`config.mk`:
```
export PLATFORM = sky130hd
export DESIGN_NAME = uart_rx_fifo
export DESIGN_NICKNAME = d
export VERILOG_FILES = /design/src/rtl/uart_pkg.sv /design/src/rtl/uart_fifo_mem.sv /design/src/rtl/uart_rx_fifo.sv
export SDC_FILE = /design/constraint.sdc
export NUM_CORES = 1
export LEC_CHECK = 0
export CAP_MARGIN = 20
export CORE_ASPECT_RATIO = 1.2
export CORE_MARGIN = 2
export CORE_UTILIZATION = 60
export DETAILED_ROUTE_END_ITERATION = 10
export PLACE_DENSITY = 0.89
export SYNTH_ARGS = -nofsm -noshare
export SYNTH_HDL_FRONTEND = slang
export SYNTH_SLANG_ARGS = --single-unit
```
`constraint.sdc`:
```
create_clock -name clk -period 3.25 [get_ports clk]
set_clock_uncertainty 0.05 [all_clocks]
set_input_delay 0.8125 -clock clk [delete_from_list [all_inputs] [get_ports clk]]
set_output_delay 0.8125 -clock clk [all_outputs]
set_load 0.1 [all_outputs]
```
`src/rtl/uart_pkg.sv`:
```
// Shared constants and write-handshake state type for the UART receive path.
package uart_pkg;

  localparam int unsigned UART_DATA_W  = 8;
  localparam int unsigned UART_ENTRY_W = UART_DATA_W + 1;

  typedef enum logic {
    W_IDLE = 1'b0,
    W_ACK  = 1'b1
  } wr_state_e;

endpackage

```
`src/rtl/uart_fifo_mem.sv`:
```
// DEPTH x {frame_err, data} register array: synchronous write, asynchronous read.
module uart_fifo_mem
  import uart_pkg::*;
#(
  parameter int unsigned DEPTH = 16,
  parameter int unsigned AW    = $clog2(DEPTH)
) (
  input  logic                    clk,
  input  logic                    we,
  input  logic [AW-1:0]           waddr,
  input  logic [UART_ENTRY_W-1:0] wdata,
  input  logic [AW-1:0]           raddr,
  output logic [UART_ENTRY_W-1:0] rdata
);

  logic [UART_ENTRY_W-1:0] mem [DEPTH];

  always_ff @(posedge clk) begin
    if (we) mem[waddr] <= wdata;
  end

  assign rdata = mem[raddr];

endmodule

```
`src/rtl/uart_rx_fifo.sv`:
```
// Receive byte FIFO behind the UART engine: push/ack handshake, FWFT read port, status and IRQ.
// Optional idle-timeout interrupt enabled by defining UART_RX_FIFO_TIMEOUT_EN.
module uart_rx_fifo
  import uart_pkg::*;
#(
  parameter int unsigned DEPTH      = 16,
  parameter int unsigned AW         = $clog2(DEPTH),
  parameter int unsigned IRQ_THRESH = 1
`ifdef UART_RX_FIFO_TIMEOUT_EN
  ,
  parameter logic [31:0] TIMEOUT_CYCLES = 32'd4000
`endif
) (
  input  logic                   clk,
  input  logic                   rst,
  input  logic                   i_fifo_rq,
  input  logic [UART_DATA_W-1:0] i_rx_data,
  input  logic                   i_frame_err,
  output logic                   o_rx_finish,
  input  logic                   i_rd_en,
  output logic [UART_DATA_W-1:0] o_rd_data,
  output logic                   o_rd_ferr,
  input  logic                   i_clr,
  output logic                   o_empty,
  output logic                   o_full,
  output logic [AW:0]            o_count,
  output logic                   o_overflow,
`ifdef UART_RX_FIFO_TIMEOUT_EN
  output logic                   o_timeout,
`endif
  output logic                   o_irq
);

  localparam int unsigned CW = AW + 1;
  localparam logic [AW:0] DEPTH_C  = CW'(DEPTH);
  localparam logic [AW:0] THRESH_C = CW'(IRQ_THRESH);

  wr_state_e               state_q, state_d;
  logic [AW-1:0]           wr_ptr_q, rd_ptr_q;
  logic [AW:0]             count_q, count_d;
  logic                    empty_q, full_q, ovf_q, irq_q;
  logic [UART_ENTRY_W-1:0] head_q, mem_rdata;
  logic                    push_req, push_ok, pop, drop;

  assign push_req = (state_q == W_IDLE) && i_fifo_rq;
  assign pop      = i_rd_en && !empty_q;
  // A pop in the same cycle frees the slot, so a push at full is still accepted.
  assign push_ok  = push_req && (!full_q || pop) && !i_clr;
  assign drop     = push_req && full_q && !pop;

  uart_fifo_mem #(
    .DEPTH (DEPTH),
    .AW    (AW)
  ) u_mem (
    .clk   (clk),
    .we    (push_ok),
    .waddr (wr_ptr_q),
    .wdata ({i_frame_err, i_rx_data}),
    .raddr (rd_ptr_q),
    .rdata (mem_rdata)
  );

  always_comb begin
    state_d     = state_q;
    o_rx_finish = 1'b0;
    case (state_q)
      W_IDLE: if (i_fifo_rq) state_d = W_ACK;
      W_ACK: begin
        o_rx_finish = 1'b1;
        state_d     = W_IDLE;
      end
    endcase
  end

  always_comb begin
    count_d = count_q;
    if (i_clr)               count_d = '0;
    else if (push_ok && !pop) count_d = count_q + 1'b1;
    else if (pop && !push_ok) count_d = count_q - 1'b1;
  end

  always_ff @(posedge clk or posedge rst) begin
    if (rst) begin
      state_q  <= W_IDLE;
      wr_ptr_q <= '0;
      rd_ptr_q <= '0;
      count_q  <= '0;
      empty_q  <= 1'b1;
      full_q   <= 1'b0;
      ovf_q    <= 1'b0;
      irq_q    <= 1'b0;
      head_q   <= '0;
    end else begin
      state_q <= state_d;
      if (i_clr) begin
        wr_ptr_q <= '0;
        rd_ptr_q <= '0;
        ovf_q    <= 1'b0;
      end else begin
        if (push_ok) wr_ptr_q <= wr_ptr_q + 1'b1;
        if (pop)     rd_ptr_q <= rd_ptr_q + 1'b1;
        if (drop)    ovf_q    <= 1'b1;
      end
      count_q <= count_d;
      empty_q <= (count_d == '0);
      full_q  <= (count_d == DEPTH_C);
      irq_q   <= (count_q >= THRESH_C) | ovf_q;
      // Remember the last visible head so the read port holds it once empty.
      if (!empty_q) head_q <= mem_rdata;
    end
  end

  assign o_rd_data  = empty_q ? head_q[UART_DATA_W-1:0] : mem_rdata[UART_DATA_W-1:0];
  assign o_rd_ferr  = empty_q ? head_q[UART_DATA_W]     : mem_rdata[UART_DATA_W];
  assign o_empty    = empty_q;
  assign o_full     = full_q;
  assign o_count    = count_q;
  assign o_overflow = ovf_q;

`ifdef UART_RX_FIFO_TIMEOUT_EN
  logic [31:0] idle_cnt_q;
  logic        tmo_q;
  logic        idle_clr;

  assign idle_clr = push_req || pop || i_clr || empty_q;

  always_ff @(posedge clk or posedge rst) begin
    if (rst) begin
      idle_cnt_q <= '0;
      tmo_q      <= 1'b0;
    end else if (idle_clr) begin
      idle_cnt_q <= '0;
      tmo_q      <= 1'b0;
    end else if (idle_cnt_q == TIMEOUT_CYCLES - 1) begin
      tmo_q <= 1'b1;
    end else begin
      idle_cnt_q <= idle_cnt_q + 1'b1;
    end
  end

  assign o_timeout = tmo_q;
  assign o_irq     = irq_q | tmo_q;
`else
  assign o_irq = irq_q;
`endif

endmodule

```
==> flow_metrics.env, run 1 <==
export IMPL_grt_pass1_wl_um=22370
export IMPL_dp_hpwl_um=9242
export IMPL_p_int_mw=4.617
export IMPL_post_layout_nonfiller_instances=616
export IMPL_cts_buffers=17
export IMPL_reg2reg_setup_slack_ns=0.80
export IMPL_failed_checks="negative setup slack"
export IMPL_ys_dominant_reg_cell="sky130_fd_sc_hd__edfxtp_1"
export IMPL_crit_slowest_cell="sky130_fd_sc_hd__mux4_2"
export IMPL_insertion_delay_ns=0.43
export IMPL_initial_utilization_pct=61.86
export IMPL_highest_count_cells_in_the_layout_ignoring_fill_and_taps="sky130_fd_sc_hd__edfxtp_1 (144), sky130_fd_sc_hd__buf_4 (45), sky130_fd_sc_hd__mux4_2 (36)"
export IMPL_total_switching_power_mw=2.346
export IMPL_floorplan_die_height_um=121.4
export IMPL_ctsRootBufferMaster="sky130_fd_sc_hd__clkbuf_16"
export IMPL_outcome="complete, but fails checks"
export IMPL_timing_critical_path_to_type="primary output"
export IMPL_tritoncts="built"
export IMPL_multiInputGateArea_mm2=0.001819
export IMPL_placementRows=42
export IMPL_drt_drc_violations_left=0
export IMPL_overall_power_of_the_completed_layout_mw=6.963
export IMPL_hold_depth=2
export IMPL_fraction_of_the_core_area_covered_by_cells_at_the_end_of_the_flow_pct=75.74
export IMPL_routedWlPerCell_um=25.00
export IMPL_switching_fraction_of_total_power_pct=33.69
export IMPL_first_global_vias=3987
export IMPL_antenna_cells_inserted=0
export IMPL_worst_slew_margin_rel_pct=58.62
export IMPL_clkTransAtPathRegs_ns=0.07
export IMPL_worst_slew_pin_transition_ns=0.6188
export IMPL_cts_htree_levels=4
export IMPL_clock_sinks=171
export IMPL_post_synth_instance_area_mm2=0.006892
export IMPL_fill_cells=581
export IMPL_setup_viol_count_final=1
export IMPL_final_nets=471
export IMPL_power_share_clock_pct=29.8
export IMPL_whs_endpoint="o_overflow"
export IMPL_share_seq_of_total_power_pct=37.6
export IMPL_drt_met1_wl_um=5634
export IMPL_timing_setup_critical_path_class="reg -> out"
export IMPL_globalRoute_totalOverflow=0
export IMPL_hp_start="o_overflow"
export IMPL_count_of_input_and_output_buffers=32
export IMPL_area_sequential_mm2=0.005005
export IMPL_dr_total_vias=3920
export IMPL_grt_start_max_net_pins=28
export IMPL_grt_setup_unrepaired="true"
export IMPL_critical_path_arrival_ns=2.39
export IMPL_final_critical_path_setup_slack_ns=-0.007137
export IMPL_drtPass1Iterations=6
export IMPL_routed_via_density=6.364
export IMPL_postCtsHoldBufs=0
export IMPL_areaGrowthSynthToFinish_pct=22.44
export IMPL_power_ir_vdd_worst_v=0.0006668
export IMPL_grt_antenna_before_repair=0
export IMPL_crit_chain="buf_12, buf_12, mux4_2, mux2_2, o22ai_1, a21oi_2, buf_12"
export IMPL_power_per_cell_area_mw_per_mm2=825.2
export IMPL_place_inst=579
export IMPL_syn_inst=374
export IMPL_highest_layer="met4"
export IMPL_worstReg2RegStart="state_q"
export IMPL_worst_reg2reg_path_depth=5
export IMPL_max_fo_critical_path=6
export IMPL_postSynthAreaPerCell_um2=18.43
export IMPL_ys_async_sr_fraction_pct=15.79
export IMPL_max_clock_path_buffers=2
export IMPL_detailroute_wirelength_met3_um=1070
export IMPL_drv_max_cap_violation_count=0
export IMPL_synth_yosys_seq_area_share_pct=72.57
export IMPL_start_kind="register"
export IMPL_required_ns=2.39
export IMPL_met2WireLength_um=8270
export IMPL_most_common_library_cell_in_the_layout_ignoring_fill_and_taps="sky130_fd_sc_hd__edfxtp_1"
export IMPL_grt_util_all_layers_pct=25.73
export IMPL_global_placer_s_final_weighted_congestion=0.8443
export IMPL_final_min_clock_period_ns=3.257
export IMPL_finalWirelength_um=15400
export IMPL_final_period_utilization_pct=100.2
export IMPL_design_die_area_mm2=0.01236
export IMPL_leak_pwr_nw=2.915
export IMPL_drt_iter0_markers=472
export IMPL_number_of_synthesized_flops_with_an_enable_pin=144
export IMPL_syn_nets=396
export IMPL_worst_flop_to_flop_path_endpoint="u_mem.mem[2][8]"
export IMPL_path_common_cell="sky130_fd_sc_hd__buf_12"
export IMPL_drtAntennaViolNets=0
export IMPL_yosysWarnings=0
export IMPL_final_max_slew_violation_count=0
export IMPL_core_region_area_mm2=0.01114
export IMPL_fp_dieW_um=101.8
export IMPL_clock_fmax_ghz=0.3070
export IMPL_synth_cell_type_count=43
export IMPL_holdCritPathClass="reg -> reg"
export IMPL_cp_slowest_stage_delay_ns=0.52
export IMPL_layout_drive_gt1_share_pct=32.90
export IMPL_report_final_hold_viol_count=0
export IMPL_io_pins=33
export IMPL_postSynthRegisterBits=171
export IMPL_combinationalPowerShare_pct=32.6
## cells by family after synthesis
kind of cell	share of synthesized area, %
AO/OA/AOI/OAI	3.141
AND/OR/NAND/NOR	5.501
flip-flops	72.57
adder cells (fa/ha/maj)	1.452
buffers and inverters	1.797
multiplexers	14.52
XOR/XNOR	1.017
## sequential cells by signal, summed over array words and instances (netlist names)
signal,cells
o_overflow,1
o_irq,1
o_empty,1
u_mem.mem,144
wr_ptr_q,4
head_q,9
o_count,5
state_q,1
rd_ptr_q,4
o_full,1
## worst max-delay path by stage
stage	start	end	slack [ns]	depth (start not counted)
6_report	rd_ptr_q[0]	o_rd_data[0]	-0.007	7
2_1_floorplan	rd_ptr_q[1]	o_rd_data[5]	-0.26	5
4_1_cts	rd_ptr_q[0]	o_rd_data[5]	-0.05	5
3_3_place_gp	i_fifo_rq	u_mem.mem[11][7]	0.1	6
5_1_grt	rd_ptr_q[0]	o_rd_data[0]	-0.06	7
3_5_place_dp	i_clr	u_mem.mem[2][4]	0.02	6
## layer usage
layer,global-route usage [%],vias up
li1,-,1623
met1,31.50,2002
met2,42.43,248
met3,5.933,47
met4,13.75,0
met5,0,-
## cell type report
class | count | area share (%)
clock inverters | 13 | 2.061
clock buffers | 19 | 5.130
repair buffers | 74 | 9.297
well taps | 154 | 2.284
multi-input cells | 177 | 21.56
inverters | 8 | 0.3559
flip-flops and latches | 171 | 59.31
## cells in the mapped netlist (2+ instances only)
cell type	n	area, um2
sky130_fd_sc_hd__a21oi_1	9	45.04
sky130_fd_sc_hd__buf_6	2	22.52
sky130_fd_sc_hd__mux2i_1	10	100.1
sky130_fd_sc_hd__mux4_2	36	810.8
sky130_fd_sc_hd__o221a_2	4	45.04
sky130_fd_sc_hd__buf_4	2	15.01
sky130_fd_sc_hd__edfxtp_1	144	4324
sky130_fd_sc_hd__ha_1	8	100.1
sky130_fd_sc_hd__a211oi_1	2	15.01
sky130_fd_sc_hd__and2_1	2	12.51
sky130_fd_sc_hd__a311oi_1	2	17.52
sky130_fd_sc_hd__nor2_1	31	116.4
sky130_fd_sc_hd__o22ai_1	4	25.02
sky130_fd_sc_hd__mux2_2	8	90.09
sky130_fd_sc_hd__nand2_1	17	63.81
sky130_fd_sc_hd__clkbuf_1	10	37.54
sky130_fd_sc_hd__xor2_1	5	43.79
sky130_fd_sc_hd__nor2b_1	3	18.77
sky130_fd_sc_hd__a31oi_1	2	12.51
sky130_fd_sc_hd__nand2b_1	4	25.02
sky130_fd_sc_hd__o21ai_0	2	10.01
sky130_fd_sc_hd__dfrtp_1	26	650.6
sky130_fd_sc_hd__nor3_1	7	35.03
sky130_fd_sc_hd__nand4_1	2	12.51
sky130_fd_sc_hd__and3_1	3	18.77
sky130_fd_sc_hd__inv_1	8	30.03
sky130_fd_sc_hd__xnor2_1	3	26.28
sky130_fd_sc_hd__buf_2	3	15.01
## critical path, delay by kind of cell (launching register included)
kind            cells  cell delay, ns
flops               1            0.37
mux                 2            0.80
buf+inv             3            0.47
compound gates      2            0.30
## power by group through the flow
stage | Sequential [mW] | Combinational, mW | Clock, mW
2_1_floorplan | 2.88 | 1.23 | 0
3_3_place_gp | 2.64 | 2.07 | 0
3_5_place_dp | 2.65 | 2.10 | 0
4_1_cts | 2.62 | 2.14 | 2.08
5_1_grt | 2.63 | 2.35 | 2.18
6_report | 2.62 | 2.27 | 2.07
## repair_timing
action | 4_1_cts | 5_1_grt
pin swaps | 0 | 2
setup endpoints to repair | 9 | 9
gates resized for setup | 6 | 10
hold endpoints to repair | 0 | 0
buffers inserted | 0 | 3
cloned | 0 | 2
## per-stage QoR
| stage | instance area, um2 | setup TNS, ns | hold WS, ns | setup slack (ns) |
|---|---|---|---|---|
| after floorplan | 6913 | -0.2625 | 0.5298 | -0.2625 |
| after global placement | 7676 | 0 | 0.4778 | 0.09914 |
| after detailed placement | 7676 | 0 | 0.4867 | 0.01634 |
| after CTS | 8305 | -0.09755 | 0.5013 | -0.04571 |
| after global routing | 8438 | -0.1167 | 0.5664 | -0.05836 |
| final | 8438 | -0.007137 | 0.4962 | -0.007137 |
No activity file was read; power rests on OpenSTA's default activity.
==> run 2: changes to the inputs <==
==> constraint.sdc (replaced) <==
create_clock -name clk -period 3.3 [get_ports clk]
set_clock_uncertainty 0.05 [all_clocks]
set_input_delay 0.825 -clock clk [delete_from_list [all_inputs] [get_ports clk]]
set_output_delay 0.825 -clock clk [all_outputs]
set_load 0.1 [all_outputs]
==> run 2 against run 1 <==
The run still ends with negative setup slack left. Cell area is 1.5% higher. Largest cell class unchanged. Die area stayed put. Setup slack worse by 0.065 ns. Largest power group unchanged. Utilization is 1.1 points higher. Via count is 4.8% higher. Sequential cell count stayed put. Count of clock-buffer cells in the layout is 2 lower. Power is 0.93% higher.
==> flow_metrics.env, run 2 (synthesized netlist as in run 1, its figures left out) <==
export IMPL_cts_buffers=17
export IMPL_globalRoute_totalOverflow=0
export IMPL_highest_count_cells_in_the_layout_ignoring_fill_and_taps="sky130_fd_sc_hd__edfxtp_1 (144), sky130_fd_sc_hd__buf_4 (52), sky130_fd_sc_hd__mux4_2 (36)"
export IMPL_max_clock_path_buffers=2
export IMPL_core_region_area_mm2=0.01114
export IMPL_outcome="complete, but fails checks"
export IMPL_worst_slew_pin_transition_ns=0.7376
export IMPL_final_nets=478
export IMPL_routedWlPerCell_um=28.15
export IMPL_post_dp_cell_area_mm2=0.007704
export IMPL_layout_drive_gt1_share_pct=35.82
export IMPL_final_critical_path_setup_slack_ns=-0.07184
export IMPL_floorplan_die_height_um=121.4
export IMPL_initial_utilization_pct=61.86
export IMPL_drv_max_cap_violation_count=0
export IMPL_leak_pwr_nw=2.990
export IMPL_design_die_area_mm2=0.01236
export IMPL_drt_iter0_markers=530
export IMPL_power_per_cell_area_mw_per_mm2=820.8
export IMPL_tns_ns=-0.07184
export IMPL_drtPass1Iterations=6
export IMPL_antenna_cells_inserted=0
export IMPL_global_placer_s_final_weighted_congestion=0.8203
export IMPL_fraction_of_the_core_area_covered_by_cells_at_the_end_of_the_flow_pct=76.85
export IMPL_max_fo_critical_path=7
export IMPL_clkTransAtPathRegs_ns=0.07
export IMPL_placementRows=42
export IMPL_power_ir_vdd_worst_v=0.0004807
export IMPL_most_common_library_cell_in_the_layout_ignoring_fill_and_taps="sky130_fd_sc_hd__edfxtp_1"
export IMPL_drtAntennaViolNets=0
export IMPL_final_period_utilization_pct=102.2
export IMPL_timing_setup_critical_path_class="reg -> out"
export IMPL_areaGrowthSynthToFinish_pct=24.24
export IMPL_largest_register_ff_count=144
export IMPL_insertion_delay_ns=0.43
export IMPL_timing_critical_path_to_type="primary output"
export IMPL_grt_start_max_net_pins=28
export IMPL_grt_antenna_before_repair=0
export IMPL_final_max_slew_violation_count=0
export IMPL_report_final_hold_viol_count=0
export IMPL_count_of_input_and_output_buffers=32
export IMPL_setup_viol_count_final=1
export IMPL_drt_drc_violations_left=0
export IMPL_grt_util_all_layers_pct=29.21
export IMPL_post_place_ws_ns=-0.03985
export IMPL_dr_total_vias=4109
export IMPL_failed_checks="negative setup slack"
export IMPL_post_layout_nonfiller_instances=623
export IMPL_ctsRootBufferMaster="sky130_fd_sc_hd__clkbuf_16"
export IMPL_grt_setup_unrepaired="true"
export IMPL_clock_fmax_ghz=0.2966
export IMPL_io_pins=33
export IMPL_finalHoldWorstSlack_ns=0.4998
export IMPL_routed_via_density=6.596
export IMPL_holdCritPathClass="reg -> reg"
export IMPL_clock_sinks=171
export IMPL_worst_slew_margin_rel_pct=50.67
export IMPL_tritoncts="built"
export IMPL_place_inst=581
export IMPL_critical_path_arrival_ns=2.50
export IMPL_finalWirelength_um=17540
export IMPL_grt_pass1_wl_um=25140
export IMPL_final_min_clock_period_ns=3.372
export IMPL_start_kind="register"
export IMPL_overall_power_of_the_completed_layout_mw=7.028
export IMPL_dp_hpwl_um=10110
export IMPL_cts_htree_levels=4
export IMPL_largest_register="u_mem.mem"
export IMPL_first_global_vias=4118
export IMPL_postCtsHoldBufs=0
export IMPL_fp_dieW_um=101.8
export IMPL_required_ns=2.42
export IMPL_stdcell_area_mm2=0.008562
-- run 2: cell types whose count changed in the layout (fill, tap and decap cells not counted), moves of 3 or more --
cell / delta
sky130_fd_sc_hd__buf_4: +7
sky130_fd_sc_hd__inv_6: +6
sky130_fd_sc_hd__mux2i_1: -3
sky130_fd_sc_hd__mux2i_2: +3
sky130_fd_sc_hd__o221a_2: -3
sky130_fd_sc_hd__o221a_4: +3
-- run 2: power by group --
| part | switching (mW) | internal, mW |
|---|---|---|
| logic | 1.47 | 0.887 |
| registers | 0.129 | 2.46 |
| clock network | 0.871 | 1.21 |
-- run 2: cell type report --
class,count,area [um2]
Inverter,8,30.03
Fill cell,567,2579
Multi-Input combinational cell,177,1883
Clock buffer,17,425.4
Sequential cell,171,5004
Clock inverter,15,186.4
Timing Repair Buffer,81,840.8
Tap cell,154,192.7
-- run 2: worst max-delay path: stages (launching register included) --
cell                      delay, ns
sky130_fd_sc_hd__dfrtp_2       0.50
sky130_fd_sc_hd__buf_6         0.16
sky130_fd_sc_hd__buf_16        0.14
sky130_fd_sc_hd__mux4_2        0.55
sky130_fd_sc_hd__mux2i_1       0.24
sky130_fd_sc_hd__nand2_1       0.14
sky130_fd_sc_hd__o221a_4       0.16
sky130_fd_sc_hd__buf_12        0.16
-- run 2: metal layers --
metal / vias to the layer above / wire [um] / GRT usage, %
met3: 57 / 1600 / 6.740
met1: 2091 / 6327 / 38.90
li1: 1643 / - / -
met5: - / 0 / 0
met2: 318 / 8958 / 46.79
met4: 0 / 649 / 12.25
-- run 2: what timing repair did --
item	in CTS	in global routing
gates cloned	1	2
resized for setup	6	14
pin swaps	1	3
buffers inserted	6	1
setup endpoints to repair	9	9
-- run 2: worst paths after layout --
kind,start,to,slack [ns],depth (start not counted)
min in group asynchronous,rst,rd_ptr_q[3],0.71,3
max in group asynchronous,rst,o_empty,2.19,3
worst max-delay path,rd_ptr_q[0],o_rd_data[7],-0.07,7
worst max register to register,state_q,u_mem.mem[0][7],0.66,5
worst min-delay path,o_overflow,o_irq,0.50,2
worst min register to register,o_overflow,o_irq,0.50,2
==> run 3: changes to the inputs <==
--- a/config.mk
+++ b/config.mk
@@ -10,7 +10,9 @@
 export CORE_MARGIN = 2
 export CORE_UTILIZATION = 60
 export DETAILED_ROUTE_END_ITERATION = 10
+export GPL_TIMING_DRIVEN = 0
 export PLACE_DENSITY = 0.89
 export SYNTH_ARGS = -nofsm -noshare
 export SYNTH_HDL_FRONTEND = slang
+export SYNTH_HIERARCHICAL = 1
 export SYNTH_SLANG_ARGS = --single-unit
==> run 3 against run 2 <==
The flow still finishes with violations (negative setup slack). Critical path depth unchanged. First-iteration DRC count up 0.38%. Sequential power about the same. Utilization down 0.83 points. Synthesized cell count down 4.5%. Via count down 5.5%. Combinational power about the same. Count of clock-buffer cells in the layout up 1. Die area up 0.28%. Non-clock buffer count down 12. Register-to-register slack worse by 0.28 ns. Final cell count down 4.2%. Critical endpoint is now o_rd_ferr. Largest power group unchanged.
==> flow_metrics.env, run 3 <==
export IMPL_outcome="complete, but fails checks"
export IMPL_failed_checks="negative setup slack"
export IMPL_grt_antenna_before_repair=0
export IMPL_hold_depth=1
export IMPL_drv_max_cap_violation_count=0
export IMPL_drt_drc_violations_left=0
export IMPL_holdCritPathClass="reg -> reg"
export IMPL_start_kind="register"
export IMPL_initial_utilization_pct=62.04
export IMPL_grt_util_all_layers_pct=27.45
export IMPL_ys_dominant_reg_cell="sky130_fd_sc_hd__edfxtp_1"
export IMPL_synth_largest_area_cell="sky130_fd_sc_hd__edfxtp_1"
export IMPL_design_die_area_mm2=0.01240
export IMPL_routedWlPerCell_um=26.81
export IMPL_worst_reg2reg_path_depth=7
export IMPL_clkTransAtPathRegs_ns=0.06
export IMPL_final_max_slew_violation_count=0
export IMPL_timing_critical_path_max_delay_family="multiplexers"
export IMPL_final_period_utilization_pct=105.6
export IMPL_postSynthAreaPerCell_um2=19.36
export IMPL_required_ns=2.42
export IMPL_path_common_cell="sky130_fd_sc_hd__buf_8"
export IMPL_max_fo_critical_path=8
export IMPL_crit_cells=7
export IMPL_post_dp_cell_area_mm2=0.007452
export IMPL_tritoncts="built"
export IMPL_drtPass1Iterations=5
export IMPL_globalRoute_totalOverflow=0
export IMPL_ys_async_sr_fraction_pct=15.79
export IMPL_count_of_input_and_output_buffers=32
export IMPL_final_nets=449
export IMPL_insertion_delay_ns=0.42
export IMPL_stdcell_area_mm2=0.008469
export IMPL_postCtsHoldBufs=0
export IMPL_cts_buffers=17
export IMPL_grt_pass1_wl_um=23590
export IMPL_post_synth_instance_area_mm2=0.006912
export IMPL_ctsRootBufferMaster="sky130_fd_sc_hd__clkbuf_16"
export IMPL_grt_setup_unrepaired="true"
export IMPL_drt_iter0_markers=532
export IMPL_global_placer_s_final_weighted_congestion=0.8741
export IMPL_areaGrowthSynthToFinish_pct=22.54
export IMPL_core_region_area_mm2=0.01114
export IMPL_timing_critical_path_to_type="primary output"
export IMPL_drtAntennaViolNets=0
export IMPL_cp_slowest_stage_delay_ns=0.56
export IMPL_post_synth_main_area_contributors="sky130_fd_sc_hd__edfxtp_1 (63%), sky130_fd_sc_hd__dfrtp_1 (9.4%), sky130_fd_sc_hd__mux4_2 (6.8%)"
export IMPL_fp_dieW_um=102.0
export IMPL_synth_cell_type_count=47
export IMPL_first_global_vias=3886
export IMPL_placementRows=42
export IMPL_largest_register="u_mem/mem"
export IMPL_final_critical_path_setup_slack_ns=-0.1837
export IMPL_fraction_of_the_core_area_covered_by_cells_at_the_end_of_the_flow_pct=76.02
export IMPL_dr_total_vias=3885
export IMPL_syn_inst=357
export IMPL_layout_drive_gt1_share_pct=36.34
export IMPL_crit_path_buf_inv_count=3
export IMPL_antenna_cells_inserted=0
export IMPL_io_pins=33
export IMPL_yosysWarnings=6
export IMPL_max_clock_path_buffers=2
export IMPL_crit_slowest_cell="sky130_fd_sc_hd__mux4_1"
export IMPL_critical_path_arrival_ns=2.61
export IMPL_clock_fmax_ghz=0.2871
export IMPL_synth_yosys_seq_area_share_pct=72.36
export IMPL_number_of_synthesized_flops_with_an_enable_pin=144
export IMPL_syn_nets=376
export IMPL_worst_slew_margin_rel_pct=35.37
export IMPL_power_ir_vdd_worst_v=0.0005526
export IMPL_grt_start_max_net_pins=28
export IMPL_crit_chain="buf_8, buf_4, mux4_1, a22oi_2, nand2_1, mux2_2, buf_8"
export IMPL_timing_setup_critical_path_class="reg -> out"
export IMPL_postSynthRegisterBits=171
export IMPL_final_min_clock_period_ns=3.484
export IMPL_worst_slew_pin_transition_ns=0.9664
export IMPL_setup_viol_count_final=9
export IMPL_tns_ns=-0.8295
export IMPL_synth_most_common_cell="sky130_fd_sc_hd__edfxtp_1"
export IMPL_cts_htree_levels=4
export IMPL_most_common_library_cell_in_the_layout_ignoring_fill_and_taps="sky130_fd_sc_hd__edfxtp_1"
export IMPL_report_final_hold_viol_count=0
export IMPL_routed_via_density=6.508
export IMPL_ys_top_cells_by_count="sky130_fd_sc_hd__edfxtp_1 (144), sky130_fd_sc_hd__dfrtp_1 (26), sky130_fd_sc_hd__nor2_1 (26)"
export IMPL_clock_sinks=171
export IMPL_highest_count_cells_in_the_layout_ignoring_fill_and_taps="sky130_fd_sc_hd__edfxtp_1 (144), sky130_fd_sc_hd__mux4_2 (31), sky130_fd_sc_hd__dfrtp_1 (26)"
export IMPL_synth_largest_type_area_fraction_pct=62.56
export IMPL_dp_hpwl_um=8964
export IMPL_finalWirelength_um=16010
export IMPL_power_per_cell_area_mw_per_mm2=795.3
export IMPL_leak_pwr_nw=2.876
export IMPL_largest_register_ff_count=144
export IMPL_floorplan_die_height_um=121.6
## run 3: changes by cell type after synthesis, moves of 5 or more
cell / delta
sky130_fd_sc_hd__mux4_2: -15
sky130_fd_sc_hd__mux4_1: +15
sky130_fd_sc_hd__a21oi_1: -6
sky130_fd_sc_hd__mux2i_1: -8
sky130_fd_sc_hd__a22oi_1: +18
sky130_fd_sc_hd__nor2_1: -5
sky130_fd_sc_hd__clkbuf_1: -8
## run 3: area by class of cell
class / count / area, um2
Sequential cell: 171 / 5001
Fill cell: 580 / 2671
Multi-Input combinational cell: 167 / 1921
Timing Repair Buffer: 54 / 634.4
Clock buffer: 18 / 429.2
Tap cell: 154 / 192.7
Buffer: 15 / 180.2
Clock inverter: 14 / 96.34
Inverter: 4 / 15.01
## run 3: routing by layer
metal | track usage, % | wire length, um
met1 | 37.17 | 6113
met2 | 43.30 | 8087
met3 | 5.049 | 1114
met4 | 14.00 | 691
met5 | 0 | 0
## run 3: power breakdown
part | internal (mW) | switching [mW] | leakage (nW)
clock network | 0.963 | 0.820 | 0.250
logic | 0.969 | 1.42 | 0.986
registers | 2.46 | 0.104 | 1.64
total | 4.40 | 2.34 | 2.88
## run 3: kinds of logic after synthesis
kind of cell / Yosys count / synth area share [%]
buffers and inverters: 19 / 2.335
adders and majority gates: 5 / 0.9051
AOI/OAI and AO/OA: 30 / 3.096
muxes: 49 / 14.68
DFF: 171 / 72.36
xor gates and xnor gates: 7 / 0.8871
and+or+nand+nor: 76 / 5.739
## run 3: path summary, 6_finish.rpt
kind,startpoint,end,slack (ns)
min in group asynchronous,rst,o_count[2],0.61
min reg2reg,head_q[3],head_q[3],0.48
min,head_q[3],head_q[3],0.48
max in group asynchronous,rst,rd_ptr_q[3],2.17
max,rd_ptr_q[0],o_rd_ferr,-0.18
max reg2reg,o_empty,u_mem/mem[0][2],0.38
## run 3: timing repair
action | 4_1_cts | 5_1_grt
cloned | 1 | 0
endpoints found under the setup margin | 153 | 115
hold endpoints to repair | 0 | 0
pin swaps | 11 | 5
resized for setup | 130 | 23
setup buffers | 13 | 4
## run 3: worst register-to-register path: cells and delay by family (launching register included)
family,cells,cell delay (ns)
AND/OR/NAND/NOR,4,1.48
flip-flops,1,0.39
buffers and inverters,2,0.36
AO/OA/AOI/OAI,1,0.34
## run 3: stage by stage
stage	total power, mW	instances	setup slack, ns	hold WS [ns]
after floorplan	4.038	357	0.2048	0.4961
after global placement	4.422	543	-0.8393	0.4335
after detailed placement	4.469	546	-0.8856	0.4387
after CTS	6.598	592	-0.1377	0.4679
after global routing	6.924	597	-0.2245	0.4948
final	6.736	597	-0.1837	0.4769
